===== src/rtl/fan_mode_sequencer.sv =====
// Cooling-fan sequencer: synchronises and debounces the temperature level lines,
// runs the mode FSM, soft-ramps the duty and drives the motor PWM and alarm request.
module fan_mode_sequencer #(
    parameter int PWM_PERIOD    = 100000,
    parameter int DUTY_MID      = 50000,
    parameter int STABLE_CYCLES = 50000,
    parameter int RAMP_DIV      = 500,
    parameter int RAMP_STEP     = 1000,
    parameter int CW            = 17
) (
    input  logic          clk,
    input  logic          rst,
    input  logic          temp_in_1,
    input  logic          temp_in_2,
    input  logic          temp_in_3,
    input  logic          alarm_on_off,
    output logic          motor,
    output logic [1:0]    mode,
    output logic [CW-1:0] duty,
    output logic          alarm_req,
    output logic          fault
);

    localparam int QW = (STABLE_CYCLES > 1) ? $clog2(STABLE_CYCLES) : 1;
    localparam int PW = (RAMP_DIV > 1) ? $clog2(RAMP_DIV) : 1;

    localparam logic [QW-1:0] STABLE_MAX = QW'(STABLE_CYCLES - 1);
    localparam logic [PW-1:0] RAMP_MAX   = PW'(RAMP_DIV - 1);
    localparam logic [CW-1:0] PER_MAX    = CW'(PWM_PERIOD - 1);
    localparam logic [CW-1:0] PER_FULL   = CW'(PWM_PERIOD);
    localparam logic [CW-1:0] MID_C      = CW'(DUTY_MID);
    localparam logic [CW-1:0] STEP_C     = CW'(RAMP_STEP);
    localparam logic [CW:0]   STEP_EXT   = (CW+1)'(RAMP_STEP);

    typedef enum logic [2:0] {
        ST_INIT  = 3'd0,
        ST_LOW   = 3'd1,
        ST_MID   = 3'd2,
        ST_HIGH  = 3'd3,
        ST_FAULT = 3'd4
    } state_t;

    logic [2:0]    sync1_q, sync2_q;
    logic [1:0]    raw_s;
    logic [1:0]    cand_q;
    logic [QW-1:0] stab_cnt_q;
    logic          acc_valid_q;
    logic [1:0]    acc_code_q;
    state_t        state_q, state_d;
    logic [1:0]    mode_q;
    logic          fault_q;
    logic          alarm_req_q;
    logic [CW-1:0] target_s;
    logic [CW-1:0] duty_q, duty_d;
    logic [CW:0]   duty_ext_s, tgt_ext_s, up_s;
    logic [PW-1:0] presc_q;
    logic [CW-1:0] pwm_cnt_q;
    logic [CW-1:0] active_q;
    logic          motor_q;

    function automatic logic [1:0] mode_of(input state_t st);
        case (st)
            ST_LOW:  mode_of = 2'd1;
            ST_MID:  mode_of = 2'd2;
            ST_HIGH: mode_of = 2'd3;
            default: mode_of = 2'd0;
        endcase
    endfunction

    // Two-flop synchroniser for the asynchronous level lines
    always_ff @(posedge clk) begin
        if (rst) begin
            sync1_q <= 3'b000;
            sync2_q <= 3'b000;
        end else begin
            sync1_q <= {temp_in_3, temp_in_2, temp_in_1};
            sync2_q <= sync1_q;
        end
    end

    // Priority encoder: the coldest asserted line wins
    always_comb begin
        raw_s = 2'd0;
        if (sync2_q[0]) begin
            raw_s = 2'd1;
        end else if (sync2_q[1]) begin
            raw_s = 2'd2;
        end else if (sync2_q[2]) begin
            raw_s = 2'd3;
        end else begin
            raw_s = 2'd0;
        end
    end

    // Stability qualifier; acceptance keeps re-firing while the code stays stable
    always_ff @(posedge clk) begin
        if (rst) begin
            cand_q      <= 2'd0;
            stab_cnt_q  <= '0;
            acc_valid_q <= 1'b0;
            acc_code_q  <= 2'd0;
        end else begin
            if (raw_s != cand_q) begin
                cand_q     <= raw_s;
                stab_cnt_q <= '0;
            end else if (stab_cnt_q != STABLE_MAX) begin
                stab_cnt_q <= stab_cnt_q + 1'b1;
            end else begin
                stab_cnt_q <= stab_cnt_q;
            end
            acc_valid_q <= (stab_cnt_q == STABLE_MAX) && (raw_s == cand_q);
            acc_code_q  <= cand_q;
        end
    end

    // Mode next-state: an accepted 0 is a sensor fault except while still in INIT
    always_comb begin
        state_d = state_q;
        if (acc_valid_q) begin
            case (acc_code_q)
                2'd1:    state_d = ST_LOW;
                2'd2:    state_d = ST_MID;
                2'd3:    state_d = ST_HIGH;
                default: state_d = (state_q == ST_INIT) ? ST_INIT : ST_FAULT;
            endcase
        end else begin
            state_d = state_q;
        end
    end

    // Mode FSM with mode/fault registered alongside the state, alarm one edge later
    always_ff @(posedge clk) begin
        if (rst) begin
            state_q     <= ST_INIT;
            mode_q      <= 2'd0;
            fault_q     <= 1'b0;
            alarm_req_q <= 1'b0;
        end else begin
            state_q     <= state_d;
            mode_q      <= mode_of(state_d);
            fault_q     <= (state_d == ST_FAULT);
            alarm_req_q <= (state_q == ST_HIGH) && !alarm_on_off;
        end
    end

    // Target duty per state; FAULT keeps half cooling as a fail-safe
    always_comb begin
        case (state_q)
            ST_MID:   target_s = MID_C;
            ST_FAULT: target_s = MID_C;
            ST_HIGH:  target_s = PER_FULL;
            default:  target_s = '0;
        endcase
    end

    // One ramp step toward the target, widened by a bit so the sum cannot wrap
    always_comb begin
        duty_ext_s = {1'b0, duty_q};
        tgt_ext_s  = {1'b0, target_s};
        up_s       = duty_ext_s + STEP_EXT;
        duty_d     = duty_q;
        if (duty_q < target_s) begin
            if (up_s >= tgt_ext_s) begin
                duty_d = target_s;
            end else begin
                duty_d = up_s[CW-1:0];
            end
        end else if (duty_q > target_s) begin
            if ((duty_ext_s - tgt_ext_s) <= STEP_EXT) begin
                duty_d = target_s;
            end else begin
                duty_d = duty_q - STEP_C;
            end
        end else begin
            duty_d = duty_q;
        end
    end

    // Free-running ramp prescaler and duty register
    always_ff @(posedge clk) begin
        if (rst) begin
            presc_q <= '0;
            duty_q  <= '0;
        end else if (presc_q == RAMP_MAX) begin
            presc_q <= '0;
            duty_q  <= duty_d;
        end else begin
            presc_q <= presc_q + 1'b1;
            duty_q  <= duty_q;
        end
    end

    // PWM counter; duty is only picked up at the wrap so no period is cut short
    always_ff @(posedge clk) begin
        if (rst) begin
            pwm_cnt_q <= '0;
            active_q  <= '0;
            motor_q   <= 1'b0;
        end else begin
            if (pwm_cnt_q == PER_MAX) begin
                pwm_cnt_q <= '0;
                active_q  <= duty_q;
            end else begin
                pwm_cnt_q <= pwm_cnt_q + 1'b1;
                active_q  <= active_q;
            end
            motor_q <= (pwm_cnt_q < active_q);
        end
    end

    assign motor     = motor_q;
    assign mode      = mode_q;
    assign duty      = duty_q;
    assign alarm_req = alarm_req_q;
    assign fault     = fault_q;

endmodule


===== config.mk =====
export PLATFORM = sky130hd
export DESIGN_NAME = fan_mode_sequencer
export DESIGN_NICKNAME = d
export VERILOG_FILES = /design/src/rtl/fan_mode_sequencer.sv
export SDC_FILE = /design/constraint.sdc
export NUM_CORES = 1
export LEC_CHECK = 0
export ABC_CLOCK_PERIOD_IN_PS = 3700
export CAP_MARGIN = 25
export CORE_ASPECT_RATIO = 0.7
export CORE_UTILIZATION = 57
export CTS_BUF_LIST = sky130_fd_sc_hd__clkbuf_8
export CTS_CLUSTER_DIAMETER = 30
export DETAILED_ROUTE_END_ITERATION = 10
export HOLD_SLACK_MARGIN = 0.03
export PLACE_DENSITY = 0.79
export SETUP_SLACK_MARGIN = 0.2
export SYNTH_ARGS = -nofsm -noshare
export SYNTH_HDL_FRONTEND = slang
export SYNTH_SLANG_ARGS = --single-unit

===== constraint.sdc =====
create_clock -name clk -period 3.7 [get_ports clk]
set_clock_uncertainty 0.2 [all_clocks]
set_input_delay 0.74 -clock clk [delete_from_list [all_inputs] [get_ports clk]]
set_output_delay 0.74 -clock clk [all_outputs]
set_load 0.01 [all_outputs]

==> metrics.txt, run 1 <==
result of the run=complete, no violations; I/O pin cnt=28; final count of negative-setup-slack endpoints=0; Sequential cell area=1790 sq um; last weighted congestion value of the routability-driven placer=0.952; largest vdd supply drop=0.000195 V; Post-synth top flop=sky130_fd_sc_hd__dfxtp_1; final design instance area without fill=6780 sq um; count of placed standard cells including taps=824; Tot GR Track Use=28.8%; violation count after the first detailed-routing iteration=475; fin nets=773; Crit path arrival time=3.60 ns; #FFs+latches synth=89; synthesized instance count=670; clock network latency to the later pin of the worst-skew pair=0.37 ns; Yosys Warn Count=0; Final Cycle Share=95.9%; number of non-filler instances in the completed layout=856; leading cell type in the layout, fill and taps excluded=sky130_fd_sc_hd__nor2_1; Sw Pwr=0.427 mW; post-synthesis cell area=5580 sq um; largest net degree at the start of global routing=22; Worst Setup Start Kind=flop; launching element of the worst setup path=duty[4]; clk slew on worst S/H paths=0.10 ns; number of max-slew violations in the final report=0; total leakage power=2.51 nW; Synth Area per Inst=8.33 sq um; CTS H-tree lvls=3; Crit Reg-Reg Startpoint=duty[4]; time the worst path needs with I/O delays and setup=3.55 ns; post-synthesis cell type count=79; TritonCTS Buffers=9; filler cell count=709; Inserted Diodes=0; drt via density=5.99; grt total ovfl=0; transition time of the tightest slew-check pin=0.644 ns; number of standard-cell rows in the floorplan=29; half-perimeter wire length after detailed placement=10.4 mm; switching part of the total=23.6%; starting density of the core=60.1%; placed cell area=6070 sq um; TritonCTS clock tree=built; sequential fraction of design power=54.1%; clock tree buffer depth=2; root buffer cell=sky130_fd_sc_hd__clkbuf_8; total count of hold-check failures in the final report=0; endpoint kind of the worst setup timing path=flop; classification of the worst setup path=flop to flop; biggest fanout along the worst timing path=5; Layout Area Growth over Synthesis=21.6%; post-route DRC violation count=0; first-pass GRT wire length=23.1 mm; number of routed nets with antenna violations=0; Total Die Area=10,200 sq um; peak clock frequency supported by timing=282 MHz; internal power=1.38 mW; buffers added on ports=24; count of hold-fix buffers inserted at cts=0; RSZ-0062 raised after global routing=true; count of flip-flops with a built-in enable after synthesis=0; Worst Path Required=3.75 ns; FFs w/ async S/R, synth=0%; number of vias after detailed routing=5,127; Gate power share=2.8%; power per unit of standard cell area=267 nW/um^2; Routed WL=14.9 mm; commonest cells after routing, fill and taps aside=sky130_fd_sc_hd__nor2_1 (102), sky130_fd_sc_hd__dfxtp_1 (83), sky130_fd_sc_hd__buf_4 (48), sky130_fd_sc_hd__nand2_1 (46), sky130_fd_sc_hd__xnor2_1 (31); die width=120 um; proportion of layout cells with a drive suffix above 1=20.1%; total area of multi-input combinational cells=3800 sq um; initial antenna violation count=0; vias in the first global route=4,697; standard cell core area=9290 sq um; Clk network pwr share=43.1%; launch instance of the worst min-delay path=sync1_q[1]; Pre-antenna DRT Iters=5; number of max-cap violations=0; sequential cell area fraction in the yosys report=31.9%; relative slew slack=57.1%; Min-Delay Path Class=flop to flop; CTS sink count=89; average wire per cell in the routed design=17.4 um; vertical die dimension=84.8 um
## per-stage QoR
stage | power [mW] | TNS [ns] | worst slack (ns) | utilization [%] | hold slack [ns]
final | 1.81 | 0 | 0.151 | 73.0 | 0.258
after global routing | 1.87 | 0 | 0.0658 | 73.0 | 0.271
after CTS | 1.82 | 0 | 0.191 | 68.7 | 0.257
after detailed placement | 1.05 | -0.0295 | -0.0295 | 65.3 | 0.224
after global placement | 1.05 | 0 | 0.159 | 65.3 | 0.231
after floorplan | 1.04 | 0 | 0.208 | - | 0.214
## repair_timing
item	4_1_cts	5_1_grt
pin swaps	3	27
buffers inserted	2	13
endpoints found under the hold margin	0	0
endpoints found under the setup margin	14	14
gates cloned	0	1
resized for setup	18	64
## registers in the layout, summed over array words and instances, names as in the netlist
signal / flops
acc_valid_q: 1
cand_q: 2
sync2_q: 3
acc_code_q: 2
state_q: 3
duty: 14
motor: 1
mode: 2
sync1_q: 3
fault: 1
pwm_cnt_q: 17
presc_q: 9
stab_cnt_q: 16
active_q: 14
alarm_req: 1
## logic make-up (layout without fill, tap and decap cells)
group | count (synthesis) | count (layout) | share of synthesized area, %
xor+xnor | 56 | 56 | 8.79
fa+ha+maj | 40 | 40 | 9.10
compound gates | 118 | 118 | 16.0
simple gates | 277 | 277 | 24.4
buf+inv | 68 | 128 | 5.87
mux | 21 | 21 | 3.83
other cells | 1 | 3 | 0.0672
flops | 89 | 89 | 31.9
## cells in the mapped netlist (18+ instances only)
cell                       instances  area (sq um)
sky130_fd_sc_hd__inv_1            33           124
sky130_fd_sc_hd__nor2_1          105           394
sky130_fd_sc_hd__nor3_1           21           105
sky130_fd_sc_hd__dfxtp_1          89          1780
sky130_fd_sc_hd__mux2i_1          18           180
sky130_fd_sc_hd__xor2_1           22           193
sky130_fd_sc_hd__xnor2_1          34           298
sky130_fd_sc_hd__ha_1             39           488
sky130_fd_sc_hd__a21oi_1          23           115
sky130_fd_sc_hd__nand2_1          46           173
sky130_fd_sc_hd__nand3_1          29           145
sky130_fd_sc_hd__clkbuf_1         18          67.6
## power groups by stage
stage	logic, mW	clock network, mW	registers [mW]
2_1_floorplan	0.0421	0	1.00
3_3_place_gp	0.0477	0	1.00
3_5_place_dp	0.0501	0	1.00
4_1_cts	0.0505	0.793	0.980
5_1_grt	0.0569	0.831	0.981
6_report	0.0503	0.781	0.979
## final cells by class
type | count | share of cell area, %
Tap cell | 124 | 2.29
Clock inverter | 7 | 1.59
Sequential cell | 89 | 26.4
Inverter | 33 | 1.92
Clock buffer | 9 | 1.83
Timing Repair Buffer | 79 | 9.94
Multi-Input combinational cell | 515 | 56.0
## per-layer routing
metal	wire, um	GRT usage, %	up-vias
met5	0	0	-
met1	6800	41.0	2431
met3	1570	7.74	22
met4	187	9.32	0
li1	-	-	2459
met2	6300	42.2	215
## worst max-delay path: stages (launching register included)
cell and delay, ns:
sky130_fd_sc_hd__dfxtp_2 0.35, sky130_fd_sc_hd__buf_6 0.12, sky130_fd_sc_hd__clkinvlp_4 0.16, sky130_fd_sc_hd__ha_4 0.21, sky130_fd_sc_hd__fa_2 0.39, sky130_fd_sc_hd__nor2b_4 0.19
sky130_fd_sc_hd__o311a_4 0.25, sky130_fd_sc_hd__o21a_4 0.20, sky130_fd_sc_hd__xnor2_4 0.14, sky130_fd_sc_hd__o311ai_4 0.13, sky130_fd_sc_hd__buf_6 0.15, sky130_fd_sc_hd__o41ai_4 0.39
sky130_fd_sc_hd__buf_6 0.18, sky130_fd_sc_hd__a2bb2oi_1 0.24, sky130_fd_sc_hd__a211oi_1 0.11
## path summary, 6_finish.rpt
kind	cells past startpoint	slack, ns	to
min	1	0.26	sync2_q[1]
max reg2reg	14	0.15	duty[14]
max	14	0.15	duty[14]
min reg2reg	1	0.26	sync2_q[1]
Power figures use the tool's default switching activity.
==> inputs of run 2 (changes only) <==
Settings changed: CTS_BUF_LIST sky130_fd_sc_hd__clkbuf_8 to sky130_fd_sc_hd__clkbuf_4 sky130_fd_sc_hd__clkbuf_8.
==> results of run 2 <==
Same layout as run 1: the final DEF is identical, and so are final timing and power.
==> inputs of run 3 (changes only) <==
Settings changed: ABC_AREA set to 1.
==> run 3 against run 2 <==
  * The flow now finishes with violations (DRC)
  * Clock power down 2.7%
  * Via count up 7.3%
  * Fmax up 8.0%
  * Die area up 2.1%
  * Area after synthesis up 2.2%
  * Sequential cell count unchanged
  * Critical path depth up 5
  * Synthesized cell count up 24%
  * Cell count up 17%
  * Sequential share of layout area up 1.2 points
  * Worst hold slack worse by 0.053 ns
  * Count of clock-buffer cells in the layout up 1
  * Critical endpoint is now duty[6]
  * Largest cell class unchanged
  * Highest routed layer unchanged
==> metrics.txt, run 3 <==
result of the run=finished, violations left (was complete, no violations); failing checks=DRC; Synth Area per Inst=6.84 sq um (was 8.33 sq um); FFs w/ async S/R, synth=0% (unchanged); final design instance area without fill=6440 sq um (was 6780 sq um); CTS H-tree lvls=3 (unchanged); Worst Setup Start Kind=flop (unchanged); biggest fanout along the worst timing path=5 (unchanged); worst reg2reg endpoint=duty[6] (was duty[14]); launch instance of the worst min-delay path=sync1_q[2] (was sync1_q[1]); fraction of post-synthesis cell area in the top cell type by area=31.2% (was 31.9%); worst-case setup margin in the final layout=0.413 ns (was 0.151 ns); Layout Area Growth over Synthesis=13.0% (was 21.6%); depth of the worst register-to-register path=19 (was 14); dominant combinational cell family by area after synthesis=simple AND/OR/NAND/NOR gates (unchanged); #FFs+latches synth=89 (unchanged); total leakage power=2.86 nW (was 2.51 nW); register containing the most flip-flops in the final layout=pwm_cnt_q (unchanged); I/O pin cnt=28 (unchanged); flip-flop count of the largest register, all copies and words added=17 (unchanged); drt via density=5.49 (was 5.99); filler cell count=845 (was 709); violation count after the first detailed-routing iteration=524 (was 475); total area of multi-input combinational cells=3360 sq um (was 3800 sq um); CTS sink count=89 (unchanged); xor and xnor area share after synthesis=4.45% (was 8.79%); Post-synth top flop=sky130_fd_sc_hd__dfxtp_1 (unchanged); sequential fraction of design power=54.1% (about the same); most common library cells after synthesis=sky130_fd_sc_hd__nand2_1 (142), sky130_fd_sc_hd__inv_1 (134), sky130_fd_sc_hd__dfxtp_1 (89) (was sky130_fd_sc_hd__nor2_1 (105), sky130_fd_sc_hd__dfxtp_1 (89), sky130_fd_sc_hd__nand2_1 (46)); Worst Path Required=3.80 ns (was 3.75 ns); first-pass GRT wire length=23.7 mm (was 23.1 mm); leading area contributor after synthesis=sky130_fd_sc_hd__dfxtp_1 (unchanged); largest registers ranked by flip-flop count=pwm_cnt_q: 17 flops, stab_cnt_q: 16 flops (unchanged); root buffer cell=sky130_fd_sc_hd__clkbuf_8 (unchanged); worst-case register-to-register setup slack=0.41 ns (was 0.15 ns); Crit Reg-Reg Startpoint=state_q[1] (was duty[4]); relative slew slack=49.3% (was 57.1%); total count of hold-check failures in the final report=0 (unchanged); synthesized instance count=833 (was 670); Tot GR Track Use=28.7% (was 28.8%); TritonCTS clock tree=built (unchanged); Gate power share=4.3% (was 2.8%); CP dominant cell by count=sky130_fd_sc_hd__nand2_1 (was sky130_fd_sc_hd__buf_6); peak clock frequency supported by timing=304 MHz (was 282 MHz); endpoint kind of the worst setup timing path=flop (unchanged); post-synthesis cell type count=45 (was 79); commonest cells after routing, fill and taps aside=sky130_fd_sc_hd__nand2_1 (140), sky130_fd_sc_hd__inv_1 (133), sky130_fd_sc_hd__dfxtp_1 (89), sky130_fd_sc_hd__nor2_1 (81), sky130_fd_sc_hd__nand3_1 (71) (was sky130_fd_sc_hd__nor2_1 (102), sky130_fd_sc_hd__dfxtp_1 (83), sky130_fd_sc_hd__buf_4 (48), sky130_fd_sc_hd__nand2_1 (46), sky130_fd_sc_hd__xnor2_1 (31)); Place WS=0.190 ns (was -0.0295 ns); clock network latency to the later pin of the worst-skew pair=0.37 ns (about the same); Inserted Diodes=0 (unchanged); setup total negative slack=0 ns (unchanged); Crit path arrival time=3.39 ns (was 3.60 ns); number of routed nets with antenna violations=0 (unchanged); transition time of the tightest slew-check pin=0.754 ns (was 0.644 ns); WHS Endpoint=sync2_q[2] (was sync2_q[1]); Pre-antenna DRT Iters=8 (was 5); vertical die dimension=85.7 um (was 84.8 um); Sequential cell area=1780 sq um (was 1790 sq um); internal power=1.41 mW (was 1.38 mW); number of non-filler instances in the completed layout=1,001 (was 856); power per unit of standard cell area=284 nW/um^2 (was 267 nW/um^2); TritonCTS Buffers=9 (unchanged); vias in the first global route=4,969 (was 4,697); number of vias after detailed routing=5,500 (was 5,127); mux share of post-synthesis cell area=0% (was 3.83%); most frequently used cell type in the post-synthesis netlist=sky130_fd_sc_hd__nand2_1 (was sky130_fd_sc_hd__nor2_1); Final Cycle Share=88.8% (was 95.9%); post-synthesis cell area=5700 sq um (was 5580 sq um); Post-Route Hold Slack=0.205 ns (was 0.258 ns); Slowest cell on crit path=sky130_fd_sc_hd__fa_1 (was sky130_fd_sc_hd__fa_2); final count of negative-setup-slack endpoints=0 (unchanged); post-route DRC violation count=1 (was 0); clk slew on worst S/H paths=0.09 ns (was 0.10 ns); adder-cell share of the synthesized area=8.91% (was 9.10%); Yosys Warn Count=0 (unchanged); grt total ovfl=0 (unchanged); largest net degree at the start of global routing=30 (was 22); switching part of the total=23.0% (was 23.6%); cells traversed along the worst timing path=inv_1 -> nor2_2 -> o21ai_1 -> inv_1 -> ha_2 -> fa_1 -> inv_1 -> nand3_1 -> nand2_1 -> nand2_1 -> nand3_1 -> nand2_1 -> nor2_1 -> nand2_1 -> nor2_4 -> nand3_2 -> nand3_1 -> nand2_1 -> a21oi_1 (was buf_6 -> clkinvlp_4 -> ha_4 -> fa_2 -> nor2b_4 -> o311a_4 -> o21a_4 -> xnor2_4 -> o311ai_4 -> buf_6 -> o41ai_4 -> buf_6 -> a2bb2oi_1 -> a211oi_1); RSZ-0062 raised after global routing=false (was true); placed cell area=6100 sq um (was 6070 sq um); average wire per cell in the routed design=14.6 um (was 17.4 um); clock tree buffer depth=2 (unchanged); classification of the worst setup path=flop to flop (unchanged); count of placed standard cells including taps=979 (was 824); number of standard-cell rows in the floorplan=30 (was 29); standard cell core area=9720 sq um (was 9290 sq um); initial antenna violation count=0 (unchanged); fin nets=914 (was 773); Min-Delay Path Class=flop to flop (unchanged); count of flip-flops with a built-in enable after synthesis=0 (unchanged); proportion of layout cells with a drive suffix above 1=10.7% (was 20.1%); Clk network pwr share=41.6% (was 43.1%); share of the synthesized area in compound gates (AO/OA/AOI/OAI)=13.4% (was 16.0%); buffers added on ports=24 (unchanged); Routed WL=14.6 mm (was 14.9 mm); number of max-slew violations in the final report=0 (unchanged); number of max-cap violations=0 (unchanged); starting density of the core=58.6% (was 60.1%); sequential cell area fraction in the yosys report=31.2% (was 31.9%); half-perimeter wire length after detailed placement=10.9 mm (was 10.4 mm); largest vdd supply drop=0.000330 V (was 0.000195 V); critical path's largest stage delay=0.36 ns (was 0.39 ns); last weighted congestion value of the routability-driven placer=0.979 (was 0.952); Total Die Area=10,400 sq um (was 10,200 sq um); basic-gate share of the synthesized area counting and, or, nand and nor cells=30.7% (was 24.4%); leading cell type in the layout, fill and taps excluded=sky130_fd_sc_hd__nand2_1 (was sky130_fd_sc_hd__nor2_1); ranking of synthesized cells by area=sky130_fd_sc_hd__dfxtp_1 (31%), sky130_fd_sc_hd__nand2_1 (9.3%), sky130_fd_sc_hd__inv_1 (8.8%) (was sky130_fd_sc_hd__dfxtp_1 (32%), sky130_fd_sc_hd__ha_1 (8.7%), sky130_fd_sc_hd__nor2_1 (7.1%)); Sw Pwr=0.420 mW (was 0.427 mW); worst hold stages=2 (was 1); time the worst path needs with I/O delays and setup=3.29 ns (was 3.55 ns); die width=122 um (was 120 um); count of hold-fix buffers inserted at cts=0 (unchanged)
run 3: cells by family after synthesis:
group	after synthesis
flops	89
simple gates	381
buf+inv	162
other cells	1
fa+ha+maj	40
compound gates	131
xor+xnor	29
run 3: worst max-delay path by stage:
stage          slack, ns  endpoint  cells after the start  startpoint
3_5_place_dp        0.19   duty[8]                     18  state_q[1]
2_1_floorplan       0.40   duty[5]                     19  state_q[1]
3_3_place_gp        0.37   duty[7]                     18  state_q[1]
6_report            0.41   duty[6]                     19  state_q[1]
5_1_grt             0.18   duty[5]                     21  state_q[1]
4_1_cts             0.32   duty[8]                     19  state_q[1]
run 3: power groups by stage:
stage	combinational (mW)	sequential [mW]	clock, mW
finish	0.0789	0.989	0.760
global route	0.0904	0.993	0.812
CTS	0.0791	0.989	0.770
detailed placement	0.0787	1.01	0
global placement	0.0725	1.01	0
floorplan	0.0585	1.01	0
run 3: metrics by stage:
stage	utilization (%)	power, mW
after floorplan	-	1.07
after global placement	62.7	1.08
after detailed placement	62.7	1.09
after CTS	65.1	1.84
after global routing	66.3	1.90
final	66.3	1.83
run 3: cell type report:
cell class / count / area share, %
multi-input combinational: 585 / 52.1
sequential: 89 / 27.7
inverter: 140 / 8.25
timing repair buffer: 43 / 6.00
tap: 128 / 2.49
clock buffer: 10 / 2.14
clock inverter: 6 / 1.40
run 3: layer usage:
layer	part of all wire, %	GRT usage, %	wire [um]
met1	47	41.0	6870
met2	42	43.5	6150
met3	9.1	5.52	1330
met4	1.6	8.53	227
met5	0	0	0
run 3: worst max-delay path, delay by kind of cell (launching register included):
family          cells  cell delay, ns
buf+inv             3            0.34
compound gates      2            0.32
flops               1            0.32
fa+ha+maj           2            0.60
simple gates       12            1.43
run 3: what timing repair did:
action / CTS / global route
setup buffers: 1 / 4
gates resized for setup: 0 / 19
pin swaps: 1 / 3
gates cloned: 0 / 1
setup endpoints to repair: 11 / 14
